### src/rtl/multicycle_controller_pkg.sv
// multicycle_controller_pkg: shared states, opcodes and control encodings for the multi-cycle RV32I controller
package multicycle_controller_pkg;
  typedef enum logic [4:0] {
    IDLE, FETCH, DECODE, EXEC_R, EXEC_I, ALU_WB, MEM_ADR, MEM_RD, MEM_WB,
    MEM_WR, BRANCH, JAL, JAL_PC, JALR, LUI, HALT
  } state_e;
  localparam logic [6:0] OP_R      = 7'b0110011;
  localparam logic [6:0] OP_I      = 7'b0010011;
  localparam logic [6:0] OP_LOAD   = 7'b0000011;
  localparam logic [6:0] OP_STORE  = 7'b0100011;
  localparam logic [6:0] OP_BRANCH = 7'b1100011;
  localparam logic [6:0] OP_JAL    = 7'b1101111;
  localparam logic [6:0] OP_JALR   = 7'b1100111;
  localparam logic [6:0] OP_LUI    = 7'b0110111;
  localparam logic [2:0] ALU_ADD = 3'b000;
  localparam logic [2:0] ALU_SUB = 3'b001;
  localparam logic [2:0] ALU_AND = 3'b010;
  localparam logic [2:0] ALU_OR  = 3'b011;
  localparam logic [2:0] ALU_SLT = 3'b100;
  localparam logic [2:0] ALU_XOR = 3'b101;
  localparam logic [2:0] IMM_I = 3'b000;
  localparam logic [2:0] IMM_S = 3'b001;
  localparam logic [2:0] IMM_B = 3'b010;
  localparam logic [2:0] IMM_J = 3'b011;
  localparam logic [2:0] IMM_U = 3'b100;
  localparam logic [1:0] RES_ALUOUT = 2'b00;
  localparam logic [1:0] RES_MEM    = 2'b01;
  localparam logic [1:0] RES_ALU    = 2'b10;
  localparam logic [1:0] RES_IMM    = 2'b11;
  localparam logic [1:0] SRCA_PC    = 2'b00;
  localparam logic [1:0] SRCA_OLDPC = 2'b01;
  localparam logic [1:0] SRCA_RS1   = 2'b10;
  localparam logic [1:0] SRCB_RS2   = 2'b00;
  localparam logic [1:0] SRCB_IMM   = 2'b01;
  localparam logic [1:0] SRCB_FOUR  = 2'b10;
  localparam logic [2:0] F3_BEQ = 3'b000;
  localparam logic [2:0] F3_BNE = 3'b001;
  localparam logic [2:0] F3_BLT = 3'b100;
  localparam logic [2:0] F3_BGE = 3'b101;
endpackage

### src/rtl/multicycle_controller_if.sv
// multicycle_controller_if: shared instruction/data memory port handshake
interface multicycle_controller_if;
  logic mem_req;
  logic mem_ready;
  logic Mem_write;
  logic Adr_src;
  modport master(output mem_req, Mem_write, Adr_src, input mem_ready);
  modport slave(input mem_req, Mem_write, Adr_src, output mem_ready);
endinterface

### src/rtl/multicycle_controller_alu_decoder.sv
// multicycle_controller_alu_decoder: func3/func7/op-class to ALU_cntl, shared by R- and I-type execute
module multicycle_controller_alu_decoder
  import multicycle_controller_pkg::*;
(
  input  logic [2:0] func3,
  input  logic [6:0] func7,
  input  logic       op_r,
  output logic [2:0] alu_cntl
);
  logic unused_f7;
  assign unused_f7 = ^{func7[6], func7[4:0]};
  always_comb begin
    alu_cntl = func3 == 3'b000 ? ((op_r && func7[5]) ? ALU_SUB : ALU_ADD) :
               func3 == 3'b010 ? ALU_SLT :
               func3 == 3'b100 ? ALU_XOR :
               func3 == 3'b110 ? ALU_OR  :
               func3 == 3'b111 ? ALU_AND : ALU_ADD;
  end
endmodule

### src/rtl/multicycle_controller.sv
// multicycle_controller: FSM sequencing a multi-cycle RV32I datapath; `CTRL_PERF_CNT_EN adds instr_cnt/stall_cnt
module multicycle_controller
  import multicycle_controller_pkg::*;
#(
  parameter int MEM_TIMEOUT   = 16,
  parameter int RESET_PC_HOLD = 1
) (
  input  logic                       clk,
  input  logic                       rst,
  input  logic [6:0]                 opc,
  input  logic [2:0]                 func3,
  input  logic [6:0]                 func7,
  input  logic                       zero,
  input  logic                       pos,
  multicycle_controller_if.master    bus,
  output logic                       IR_write,
  output logic                       PC_write,
  output logic                       Reg_write,
  output logic [1:0]                 ALU_src_A,
  output logic [1:0]                 ALU_src_B,
  output logic [2:0]                 ALU_cntl,
  output logic [2:0]                 Imm_src,
  output logic [1:0]                 Result_src,
  output logic                       illegal,
  output logic                       bus_err
`ifdef CTRL_PERF_CNT_EN
  ,
  output logic [31:0]                instr_cnt,
  output logic [31:0]                stall_cnt
`endif
);
  state_e state_q, state_d;
  logic [31:0] cnt_q, cnt_d;
  logic illegal_q, illegal_d, bus_err_q, bus_err_d;
  logic [2:0] alu_dec;
  logic taken, br_ok;
  multicycle_controller_alu_decoder u_alu_dec (
    .func3(func3),
    .func7(func7),
    .op_r(state_q == EXEC_R),
    .alu_cntl(alu_dec)
  );
  assign taken = func3 == F3_BEQ ? zero :
                 func3 == F3_BNE ? !zero :
                 func3 == F3_BLT ? (!zero && !pos) :
                 func3 == F3_BGE ? (zero || pos) : 1'b0;
  assign br_ok = func3 == F3_BEQ || func3 == F3_BNE || func3 == F3_BLT || func3 == F3_BGE;
  assign illegal = illegal_q;
  assign bus_err = bus_err_q;
  always_comb begin
    state_d = state_q;
    cnt_d = 32'd0;
    illegal_d = illegal_q;
    bus_err_d = bus_err_q;
    bus.mem_req = 1'b0;
    bus.Mem_write = 1'b0;
    bus.Adr_src = 1'b0;
    IR_write = 1'b0;
    PC_write = 1'b0;
    Reg_write = 1'b0;
    ALU_src_A = SRCA_PC;
    ALU_src_B = SRCB_RS2;
    ALU_cntl = ALU_ADD;
    Imm_src = IMM_I;
    Result_src = RES_ALUOUT;
    case (state_q)
      IDLE: begin
        state_d = (cnt_q + 32'd1 >= 32'(RESET_PC_HOLD)) ? FETCH : IDLE;
        cnt_d = (state_d == FETCH) ? 32'd0 : cnt_q + 32'd1;
      end
      FETCH: begin
        bus.mem_req = 1'b1;
        ALU_src_B = SRCB_FOUR;
        Result_src = RES_ALU;
        IR_write = bus.mem_ready;
        PC_write = bus.mem_ready;
        state_d = bus.mem_ready ? DECODE : FETCH;
      end
      DECODE: begin
        ALU_src_A = SRCA_OLDPC;
        ALU_src_B = SRCB_IMM;
        Imm_src = IMM_B;
        state_d = opc == OP_R ? EXEC_R :
                  opc == OP_I ? EXEC_I :
                  (opc == OP_LOAD || opc == OP_STORE) ? MEM_ADR :
                  opc == OP_BRANCH ? BRANCH :
                  opc == OP_JAL ? JAL :
                  opc == OP_JALR ? JALR :
                  opc == OP_LUI ? LUI : HALT;
        illegal_d = illegal_q | (state_d == HALT);
      end
      EXEC_R: begin
        ALU_src_A = SRCA_RS1;
        ALU_cntl = alu_dec;
        state_d = ALU_WB;
      end
      EXEC_I: begin
        ALU_src_A = SRCA_RS1;
        ALU_src_B = SRCB_IMM;
        ALU_cntl = alu_dec;
        state_d = ALU_WB;
      end
      ALU_WB: begin
        Reg_write = 1'b1;
        state_d = FETCH;
      end
      MEM_ADR: begin
        ALU_src_A = SRCA_RS1;
        ALU_src_B = SRCB_IMM;
        Imm_src = opc == OP_STORE ? IMM_S : IMM_I;
        state_d = opc == OP_STORE ? MEM_WR : MEM_RD;
      end
      MEM_RD: begin
        bus.mem_req = 1'b1;
        bus.Adr_src = 1'b1;
        state_d = bus.mem_ready ? MEM_WB : MEM_RD;
      end
      MEM_WB: begin
        Reg_write = 1'b1;
        Result_src = RES_MEM;
        state_d = FETCH;
      end
      MEM_WR: begin
        bus.mem_req = 1'b1;
        bus.Mem_write = 1'b1;
        bus.Adr_src = 1'b1;
        state_d = bus.mem_ready ? FETCH : MEM_WR;
      end
      BRANCH: begin
        ALU_src_A = SRCA_RS1;
        ALU_cntl = ALU_SUB;
        PC_write = taken;
        illegal_d = illegal_q | !br_ok;
        state_d = FETCH;
      end
      // JAL re-forms the jump target with the J immediate since DECODE used the B format
      JAL: begin
        ALU_src_A = SRCA_OLDPC;
        ALU_src_B = SRCB_IMM;
        Imm_src = IMM_J;
        state_d = JAL_PC;
      end
      JALR: begin
        ALU_src_A = SRCA_RS1;
        ALU_src_B = SRCB_IMM;
        state_d = JAL_PC;
      end
      JAL_PC: begin
        Reg_write = 1'b1;
        PC_write = 1'b1;
        ALU_src_A = SRCA_OLDPC;
        ALU_src_B = SRCB_FOUR;
        Result_src = RES_ALU;
        state_d = FETCH;
      end
      LUI: begin
        Reg_write = 1'b1;
        Result_src = RES_IMM;
        Imm_src = IMM_U;
        state_d = FETCH;
      end
      default: state_d = state_q;
    endcase
    if (bus.mem_req) begin
      cnt_d = bus.mem_ready ? 32'd0 : cnt_q + 32'd1;
      if (MEM_TIMEOUT != 0 && !bus.mem_ready && cnt_q == 32'(MEM_TIMEOUT - 1)) begin
        bus_err_d = 1'b1;
        state_d = HALT;
      end
    end
  end
  always_ff @(posedge clk) begin
    if (rst) begin
      state_q <= IDLE;
      cnt_q <= 32'd0;
      illegal_q <= 1'b0;
      bus_err_q <= 1'b0;
    end else begin
      state_q <= state_d;
      cnt_q <= cnt_d;
      illegal_q <= illegal_d;
      bus_err_q <= bus_err_d;
    end
  end
`ifdef CTRL_PERF_CNT_EN
  logic [31:0] instr_cnt_q, instr_cnt_d, stall_cnt_q, stall_cnt_d;
  always_comb begin
    instr_cnt_d = instr_cnt_q + ((state_d == FETCH && state_q != FETCH && state_q != IDLE) ? 32'd1 : 32'd0);
    stall_cnt_d = stall_cnt_q + ((bus.mem_req && !bus.mem_ready) ? 32'd1 : 32'd0);
  end
  always_ff @(posedge clk) begin
    if (rst) begin
      instr_cnt_q <= 32'd0;
      stall_cnt_q <= 32'd0;
    end else begin
      instr_cnt_q <= instr_cnt_d;
      stall_cnt_q <= stall_cnt_d;
    end
  end
  assign instr_cnt = instr_cnt_q;
  assign stall_cnt = stall_cnt_q;
`endif
endmodule

### src/flat_wrapper.sv
// flat-port wrapper written by rule: the top's interface ports become plain ports
module multicycle_controller_flat import multicycle_controller_pkg::*;
#(
  parameter int MEM_TIMEOUT   = 16,
  parameter int RESET_PC_HOLD = 1
)
  (clk, rst, opc, func3, func7, zero, pos, IR_write, PC_write, Reg_write, ALU_src_A, ALU_src_B, ALU_cntl, Imm_src, Result_src, illegal, bus_err, bus_mem_req, bus_Mem_write, bus_Adr_src, bus_mem_ready);
  multicycle_controller_if bus_i ();
  input  logic clk;
  input  logic rst;
  input  logic [6:0] opc;
  input  logic [2:0] func3;
  input  logic [6:0] func7;
  input  logic zero;
  input  logic pos;
  output logic IR_write;
  output logic PC_write;
  output logic Reg_write;
  output logic [1:0] ALU_src_A;
  output logic [1:0] ALU_src_B;
  output logic [2:0] ALU_cntl;
  output logic [2:0] Imm_src;
  output logic [1:0] Result_src;
  output logic illegal;
  output logic bus_err;
  output wire logic [$bits(bus_i.mem_req)-1:0] bus_mem_req;
  output wire logic [$bits(bus_i.Mem_write)-1:0] bus_Mem_write;
  output wire logic [$bits(bus_i.Adr_src)-1:0] bus_Adr_src;
  input wire logic [$bits(bus_i.mem_ready)-1:0] bus_mem_ready;
  assign bus_mem_req = bus_i.mem_req;
  assign bus_Mem_write = bus_i.Mem_write;
  assign bus_Adr_src = bus_i.Adr_src;
  assign bus_i.mem_ready = bus_mem_ready;
  multicycle_controller #(.MEM_TIMEOUT(MEM_TIMEOUT), .RESET_PC_HOLD(RESET_PC_HOLD)) u_core (.clk(clk), .rst(rst), .opc(opc), .func3(func3), .func7(func7), .zero(zero), .pos(pos), .bus(bus_i), .IR_write(IR_write), .PC_write(PC_write), .Reg_write(Reg_write), .ALU_src_A(ALU_src_A), .ALU_src_B(ALU_src_B), .ALU_cntl(ALU_cntl), .Imm_src(Imm_src), .Result_src(Result_src), .illegal(illegal), .bus_err(bus_err));
endmodule
### config.mk
export PLATFORM = sky130hd
export DESIGN_NAME = multicycle_controller_flat
export DESIGN_NICKNAME = d
export VERILOG_FILES = /design/src/rtl/multicycle_controller_pkg.sv /design/src/rtl/multicycle_controller_if.sv /design/src/rtl/multicycle_controller_alu_decoder.sv /design/src/rtl/multicycle_controller.sv /design/src/flat_wrapper.sv
export SDC_FILE = /design/constraint.sdc
export NUM_CORES = 1
export LEC_CHECK = 0
export BUFFER_PORTS_ARGS = -buffer_cell sky130_fd_sc_hd__buf_2
export CAP_MARGIN = 0
export CORE_MARGIN = 2
export CORE_UTILIZATION = 58
export DETAILED_ROUTE_END_ITERATION = 10
export PLACE_DENSITY = 0.82
export SLEW_MARGIN = 5
export SYNTH_ARGS = -nofsm -noshare
export SYNTH_HDL_FRONTEND = slang
export SYNTH_SLANG_ARGS = --single-unit
### constraint.sdc
create_clock -name clk -period 2.7 [get_ports clk]
set_clock_uncertainty 0.05 [all_clocks]
set_input_delay 0.135 -clock clk [delete_from_list [all_inputs] [get_ports clk]]
set_output_delay 0.135 -clock clk [all_outputs]
set_load 0.005 [all_outputs]
==> impl_metrics.yaml, run 1 <==
synth:
  ys_seq_area_share_pct: 24.39
  yosysWarnings: 0
  syn_area_um2: 3201
  netlist_instances: 437
  async_reset_ff_share_pct: 0
  synth.distinct_cells: 69
  synth_edf_count: 0
  synthFlopType: "dfxtp_1"
  syn_area_per_cell_um2: 7.324
  ys_seq_elements: 39
  syn-num-nets: 462
worst_setup_path:
  setup.worst_path.end_class: "register"
  path_class: "reg -> reg"
  crit_start: "u_core.cnt_q[5]"
  rrSetupSlack_ps: 120
  required_ps: 2870
  r2r_end: "u_core.cnt_q[1]"
  timing.rr.start: "u_core.cnt_q[5]"
  worstRegToRegCells: 8
  path_max_fanout: 7
  crit_arrival_ps: 2750
  cp-endpoint: "u_core.cnt_q[1]"
  start_kind: "register"
floorplan:
  die_h_um: 78.29
  io_pins: 42
  rows: 27
  die_area_um2: 6129
  die_x_um: 78.29
  initial_core_util_pct: 59.21
  core-area_um2: 5405
routing:
  viasPerCell: 6.149
  drt_first_pass_iters: 5
  ant_nets: 0
  dr_total_vias: 3228
  drt-initial-drc-count: 243
  wl_um: 7900
  drc: 0
  wl_per_cell_um: 15.05
cts:
  clock_latency_ps: 300
  clock-sinks: 39
  clock_path_buffers: 2
  cts.htree.levels: 2
  hold_buffers: 0
  clk_pin_slew_worst_paths_ps: 70
  cts_tree: "built"
  root_buffer: "clkbuf_8"
  numCtsBuffers: 5
global_routing:
  antenna_found_initial: 0
  grt_max_degree: 28
  track_usage_pct: 26.71
  first_global_vias: 2900
  grt_first_pass_wirelength_um: 13500
  grt-ovfl-total: 0
sta:
  drv_slew: 0
  period_share_pct: 95.52
  tightest_slew_ps: 577.0
  rsz0062_at_grt: "false"
  max_slew_margin_pct: 61.48
  finalSetupTns_ps: 0
  min_period_ps: 2579
  finalHoldViolCount: 0
  fmax_mhz: 387.7
  finalSetupViolations: 0
cells_and_area:
  final_cells: 525
  layout_commonest_cell: "nor2_1"
  final_cell_mix: "nor2_1, nand2_1, dfxtp_1"
  multiInputGateArea_um2: 2136
  area_growth_pct: 6.958
  num_antenna_cells: 0
  n_fill_cell: 487
  layout.nets: 477
  final_core_util_pct: 63.33
  final_layout_size_suffix_gt1_share_pct: 16.78
  layout.area.seq_um2: 783.3
min_path:
  hold_class: "in -> reg"
  hold_depth: 2
pwr:
  vdd_drop_max_mv: 0.3407
  p_per_area_nw_per_um2: 445.3
  power_mw: 1.524
  p_leak_nw: 1.245
run:
  drv_cap: 0
placement:
  place_inst: 517
  globalplace.congestion: 0.9790
  dpl.hpwl_um: 5843
  io_buffers: 35
run_status:
  status: "finished clean"
==> where the power goes <==
| part | leakage (nW) | internal (mW) | switching [mW] |
|---|---|---|---|
| clock | 0.0422 | 0.181 | 0.202 |
| combinational | 0.887 | 0.207 | 0.273 |
| sequential | 0.316 | 0.599 | 0.0616 |
==> state kept, by name (all words and copies together), names as in the netlist <==
signal / flops
u_core.cnt_q: 32
u_core.state_q: 5
u_core.bus_err: 1
u_core.illegal: 1
==> metrics by stage <==
step / cell area (um2) / setup WS [ps] / hold slack [ps]
5_1_grt: 3423 / 10.53 / 104.3
4_1_cts: 3413 / 49.67 / 79.12
6_report: 3423 / 120.9 / 84.98
3_5_place_dp: 3332 / 78.26 / 389.3
2_1_floorplan: 3201 / 348.4 / 256.5
3_3_place_gp: 3332 / 112.7 / 386.9
==> cell families (layout without fill, tap and decap cells) <==
group | after synthesis | in the layout | synth area share (%)
adder cells (fa/ha/maj) | 3 | 3 | 1.173
AO/OA/AOI/OAI | 65 | 65 | 14.23
AND/OR/NAND/NOR | 240 | 240 | 40.30
multiplexers | 3 | 3 | 0.9383
buffers and inverters | 51 | 67 | 9.108
flip-flops | 39 | 39 | 24.39
XOR/XNOR | 36 | 36 | 9.851
==> cell usage after synthesis (7+ instances only) <==
cell type / n / share of area (%)
nor2_1: 66 / 7.7
dfxtp_1: 39 / 24
nand2_1: 37 / 4.3
clkbuf_1: 23 / 2.7
nand4_1: 19 / 3.7
xnor2_1: 18 / 4.9
xor2_1: 18 / 4.9
nor3_1: 17 / 2.7
nand3_1: 16 / 2.5
nor4_1: 15 / 2.9
a21oi_1: 12 / 1.9
buf_2: 11 / 1.7
a31oi_1: 9 / 1.8
nor2b_1: 8 / 1.6
o21ai_0: 8 / 1.3
and3_1: 7 / 1.4
nand2b_1: 7 / 1.4
==> worst min path at each step <==
stage / slack (ps) / endpoint / start
floorplan: 260 / ALU_cntl[2] / func3[0]
global placement: 390 / u_core.illegal / rst
detailed placement: 390 / u_core.illegal / rst
CTS: 80 / u_core.illegal / rst
global route: 100 / u_core.illegal / rst
finish: 80 / u_core.illegal / rst
==> routing by layer <==
layer | GRT usage [%] | up-vias | share of wire [%]
li1 | - | 1596 | -
met1 | 34.83 | 1474 | 44
met2 | 45.60 | 144 | 48
met3 | 3.908 | 14 | 6.7
met4 | 8.246 | 0 | 1.9
met5 | 0 | - | 0
==> critical path, stage by stage, from the launching register on <==
cell and delay, ps:
dfxtp_1 530, nand3_2 200, buf_4 200, nor4_4 340
nand3_1 130, a221o_1 380, nor4_2 300, a31oi_1 210
nor2b_1 160
==> area by class of cell <==
cell class | instances | share of cell area [%]
Clock buffer | 7 | 2.230
Tap cell | 72 | 2.632
Clock inverter | 1 | 0.1462
Multi-Input combinational cell | 347 | 62.39
Timing Repair Buffer | 53 | 9.064
Sequential cell | 39 | 22.88
Inverter | 6 | 0.6579
==> repair_timing <==
| item | CTS | global route |
|---|---|---|
| setup endpoints to repair | 0 | 4 |
| gates resized for setup | 0 | 4 |
| setup buffers | 0 | 0 |
Note: power is estimated with default switching activity, not from simulation.
==> run 2, diff against run 1 <==
- CORE_UTILIZATION: 58 -> 59
- PLACE_DENSITY: 0.82 -> 0.83
==> run 2 against run 1 <==
Effect of this change: non-clock buffer count up 7; fmax grew 1.5%; cell count grew 0.95%; via count is 2.6% higher; register-to-register slack improved by 40 ps; utilization is 4.9 points higher; clock power rose by 12%; final area up 3.1%; hold slack improved by 13 ps; die area decreased by 1.6%; routed wire length grew 6.0%; critical path type unchanged; critical endpoint is now u_core.state_q[0]; largest cell class unchanged.
==> impl_metrics.yaml, run 2 (synthesis results as in run 1) <==
cells_and_area:
  final_layout_size_suffix_gt1_share_pct: 18.91
  num_antenna_cells: 0
  layout_commonest_cell: "nor2_1"
  final_cell_mix: "nor2_1, dfxtp_1, nand2_1"
  largest_reg_flops: 32
  area_growth_pct: 10.32
  top_register: "u_core.cnt_q"
  final_cells: 530
  layout.nets: 484
  n_fill_cell: 433
  reg.largest.list: "u_core.cnt_q: 32 flops, u_core.state_q: 5 flops"
global_routing:
  first_global_vias: 2948
  grt-ovfl-total: 0
  grt_max_degree: 28
  antenna_found_initial: 0
  grt_first_pass_wirelength_um: 14050
  track_usage_pct: 28.59
sta:
  worst_slack_ps: 158.1
  finalSetupViolations: 0
  tightest_slew_ps: 661.8
  finalHoldViolCount: 0
  fmax_mhz: 393.4
  min_period_ps: 2542
  drv_slew: 0
  max_slew_margin_pct: 55.54
  period_share_pct: 94.14
floorplan:
  initial_core_util_pct: 61.88
  core-area_um2: 5172
  die_area_um2: 6030
  die_x_um: 77.65
  io_pins: 42
  rows: 26
  die_h_um: 77.65
placement:
  io_buffers: 35
  globalplace.congestion: 0.9354
  dp_slack_ps: -22.32
  place_inst: 521
  dpl.hpwl_um: 6224
worst_setup_path:
  crit_arrival_ps: 2670
  path_class: "reg -> reg"
  setup.worst_path.end_class: "register"
  path_max_fanout: 5
  start_kind: "register"
  required_ps: 2830
  rrSetupSlack_ps: 160
  r2r_end: "u_core.state_q[0]"
  worstRegToRegCells: 8
  timing.rr.start: "u_core.cnt_q[0]"
min_path:
  hold_depth: 2
  hold_start: "rst"
  holdPathEnd: "u_core.illegal"
  hold_class: "in -> reg"
cts:
  clock_latency_ps: 290
  hold_buffers: 0
  root_buffer: "clkbuf_8"
  clock-sinks: 39
  cts_tree: "built"
  clk_pin_slew_worst_paths_ps: 70
  cts.htree.levels: 2
  clock_path_buffers: 2
  numCtsBuffers: 5
routing:
  drt-met1-wl_um: 3680
  wl_met2_um: 3979
  wl_um: 8375
  dr_total_vias: 3311
  drt_first_pass_iters: 5
  drt-initial-drc-count: 371
  met3WireLength_um: 573
  ant_nets: 0
  routed.top_layer: "met4"
  viasPerCell: 6.247
  wl_per_cell_um: 15.80
  drc: 0
run:
  drv_cap: 0
pwr:
  vdd_drop_max_mv: 0.2845
  p_leak_nw: 1.292
  p_per_area_nw_per_um2: 445.1
run_status:
  status: "finished clean"
==> run 2: worst max path at each step <==
stage / slack (ps) / from / endpoint / depth (start not counted)
5_1_grt: -10 / u_core.cnt_q[1] / u_core.state_q[0] / 9
6_report: 160 / u_core.cnt_q[0] / u_core.state_q[0] / 8
3_5_place_dp: -20 / u_core.cnt_q[2] / u_core.state_q[0] / 8
4_1_cts: 80 / u_core.cnt_q[2] / u_core.state_q[0] / 8
3_3_place_gp: 130 / u_core.cnt_q[2] / u_core.cnt_q[1] / 8
2_1_floorplan: 350 / u_core.cnt_q[0] / u_core.state_q[0] / 9
==> run 2: metrics by stage <==
stage / util [%] / total power, mW / TNS, ps / instance area (um2) / hold WS (ps)
after detailed placement: 65.24 / 1.148 / -42.39 / 3374 / 391.1
after global placement: 65.24 / 1.130 / 0 / 3374 / 386.7
after floorplan: - / 0.9867 / 0 / 3201 / 256.5
after CTS: 67.27 / 1.574 / 0 / 3480 / 91.78
final: 68.26 / 1.572 / 0 / 3531 / 97.66
after global routing: 68.26 / 1.674 / -13.75 / 3531 / 106.5
==> run 2: layer usage <==
metal,vias to the layer above,track usage (%)
met5,-,0
met4,0,10.36
li1,1612,-
met3,16,4.302
met1,1545,39.90
met2,138,44.66
==> run 2: final cells by class <==
cell class	count	area [um2]	share of cell area (%)
inverter	6	22.52	0.6378
timing repair buffer	60	362.8	10.28
tap	70	87.58	2.481
multi-input combinational	347	2176	61.62
clock buffer	8	100.1	2.835
sequential	39	782.0	22.15
==> run 2: where the power goes <==
part           switching [mW]  internal (mW)
combinational           0.276          0.208
sequential             0.0590          0.599
clock                   0.196          0.233
==> run 2: what timing repair did <==
item / in CTS / in global routing
pin swaps: 0 / 3
gates resized for setup: 1 / 8
setup buffers: 0 / 1
setup endpoints to repair: 4 / 4
==> run 2: worst max-delay path, stage by stage (launching register included) <==
cell and delay [ps]:
dfxtp_1 410, buf_4 160, and3_1 180, a31oi_1 90, or4b_1 550, a221o_1 320, nor4_4 330, a31oi_1 120
or2_1 210
==> run 3, diff against run 2 <==
- CORE_UTILIZATION: 59 -> 58
- SYNTH_HIERARCHICAL: default -> 1
==> run 3 against run 2 <==
Effect of this change: global-route usage fell by 0.73 points; sequential power increased by 0.6%; critical path depth is the same; register-to-register slack about the same; sequential share of layout area rose by 0.54 points.
==> impl_metrics.yaml, run 3 <==
floorplan:
  die_area_um2: 5715
  io_pins: 42
  initial_core_util_pct: 59.34
  core-area_um2: 5010
  rows: 26
  die_h_um: 75.60
  die_x_um: 75.60
cts:
  cts.htree.levels: 2
  numCtsBuffers: 5
  clk_pin_slew_worst_paths_ps: 70
  clock-sinks: 39
  clock_latency_ps: 290
  root_buffer: "clkbuf_8"
  cts_tree: "built"
  clock_path_buffers: 2
  hold_buffers: 0
  post-cts-setup-buffers: 0
sta:
  finalSetupViolations: 0
  min_period_ps: 2552
  period_share_pct: 94.50
  holdWs_ps: 82.66
  finalHoldViolCount: 0
  tightest_slew_ps: 571.9
  fmax_mhz: 391.9
  drv_slew: 0
  finalSetupTns_ps: 0
  rsz0062_at_grt: "false"
  max_slew_margin_pct: 60.89
routing:
  wl_um: 7769
  drt_first_pass_iters: 6
  wl_per_cell_um: 14.97
  viasPerCell: 6.083
  drc: 0
  ant_nets: 0
  drt-initial-drc-count: 217
  dr_total_vias: 3157
synth:
  synth_mux_area_share_pct: 1.726
  syn_area_um2: 2973
  synth_largest_area_cell: "dfxtp_1"
  yosysMostFrequentCell: "nor2_1"
  yosys-top-cells-count: "nor2_1, dfxtp_1, nand3_1, xnor2_1, nand2_1"
  synth.distinct_cells: 59
  netlist_instances: 409
  syn_area_per_cell_um2: 7.269
  synthAdderAreaFrac_pct: 0.8418
  synth-xor-area-share_pct: 10.90
  ys_seq_area_share_pct: 26.26
  synth-simple-area-share_pct: 39.60
  syn-num-nets: 433
  async_reset_ff_share_pct: 0
  netlist_top_cells_area: "dfxtp_1, nor2_1, xnor2_1"
  ys_seq_elements: 39
  synth_compound_area_share_pct: 14.31
  synth_top_area_share_pct: 26.26
  synth_top_family_by_area: "simple AND/OR/NAND/NOR gates"
  synth_edf_count: 0
  synthFlopType: "dfxtp_1"
  yosysWarnings: 6
worst_setup_path:
  start_kind: "register"
  crit_chain: "nand4_4 > or4_4 > or4_1 > a22oi_2 > and3_4 > a31oi_4 > buf_12 > nor2_1"
  crit_start: "u_core/cnt_q[7]"
  critical_path.max_stage_delay_ps: 570
  slowest_stage: "or4_4"
  r2r_end: "u_core/cnt_q[3]"
  worstRegToRegCells: 8
  setup.worst_path.end_class: "register"
  required_ps: 2870
  path_class: "reg -> reg"
  worst-path-buf-inv: 1
  path_delay_family: "simple AND/OR/NAND/NOR gates"
  rrSetupSlack_ps: 150
  path_max_fanout: 14
  crit_arrival_ps: 2730
  timing.rr.start: "u_core/cnt_q[7]"
cells_and_area:
  layout_commonest_cell: "nor2_1"
  n_fill_cell: 441
  final_core_util_pct: 69.58
  largest_reg_flops: 32
  final_layout_size_suffix_gt1_share_pct: 23.83
  layout.nets: 472
  top_register: "u_core/cnt_q"
  stdcell_area_um2: 3486
  final_cell_mix: "nor2_1, buf_2, dfxtp_1"
  num_antenna_cells: 0
  reg.largest.list: "u_core/cnt_q: 32 flops, u_core/state_q: 5 flops"
  area_growth_pct: 17.26
min_path:
  hold_depth: 2
  holdPathEnd: "u_core/state_q[1]"
  hold_start: "rst"
  hold_class: "in -> reg"
placement:
  globalplace.congestion: 0.9585
  dpl.hpwl_um: 5913
  io_buffers: 35
  placed_area_um2: 3337
pwr:
  vdd_drop_max_mv: 0.3328
  p_leak_nw: 1.295
  p_per_area_nw_per_um2: 501.8
  power_mw: 1.749
global_routing:
  track_usage_pct: 27.86
  first_global_vias: 2857
  grt_first_pass_wirelength_um: 12430
  grt_max_degree: 19
  grt-ovfl-total: 0
  antenna_found_initial: 0
run:
  drv_cap: 0
run_status:
  status: "finished clean"
[run 3: what timing repair did]
item,CTS,global route
setup endpoints to repair,0,18
gates resized for setup,0,13
endpoints found under the hold margin,0,0
[run 3: layout make-up]
| cell class | instances | area [um2] | area share, % |
|---|---|---|---|
| multi-input combinational | 324 | 2024 | 58.08 |
| sequential | 39 | 790.8 | 22.68 |
| timing repair buffer | 66 | 420.4 | 12.06 |
| tap | 70 | 87.58 | 2.513 |
| clock buffer | 6 | 82.58 | 2.369 |
| inverter | 12 | 45.04 | 1.292 |
| clock inverter | 2 | 35.03 | 1.005 |
[run 3: worst max-delay path by stage]
| stage | to | cells after the start | slack [ps] |
|---|---|---|---|
| after floorplan | u_core/cnt_q[6] | 10 | 110 |
| after global placement | u_core/cnt_q[2] | 8 | 170 |
| after detailed placement | u_core/cnt_q[3] | 8 | 70 |
| after CTS | u_core/cnt_q[3] | 8 | 50 |
| after global routing | u_core/cnt_q[17] | 10 | 1 |
| final | u_core/cnt_q[3] | 8 | 150 |
[run 3: metal layers]
metal / part of all wire, % / vias to the layer above / track usage, %
met3: 7.3 / 21 / 4.762
met4: 1.8 / 0 / 9.552
met5: 0 / - / 0
met1: 40 / 1425 / 34.01
li1: - / 1551 / -
met2: 51 / 160 / 49.37
[run 3: cell families (layout without fill, tap and decap cells)]
| group | count (synthesis) | count (layout) |
|---|---|---|
| adders and majority gates | 2 | 2 |
| AOI/OAI and AO/OA | 61 | 61 |
| muxes | 5 | 5 |
| xor gates and xnor gates | 37 | 37 |
| and+or+nand+nor | 219 | 219 |
| buffers and inverters | 46 | 86 |
| DFF | 39 | 39 |
[run 3: where the power goes]
part,switching [mW],internal [mW]
registers,0.0609,0.601
clock network,0.202,0.299
logic,0.326,0.260
[run 3: through the flow]
step | setup slack, ps | std cells
floorplan | 107.6 | 409
global placement | 167.3 | 511
detailed placement | 71.73 | 511
CTS | 48.44 | 519
global route | 1.215 | 519
finish | 148.4 | 519
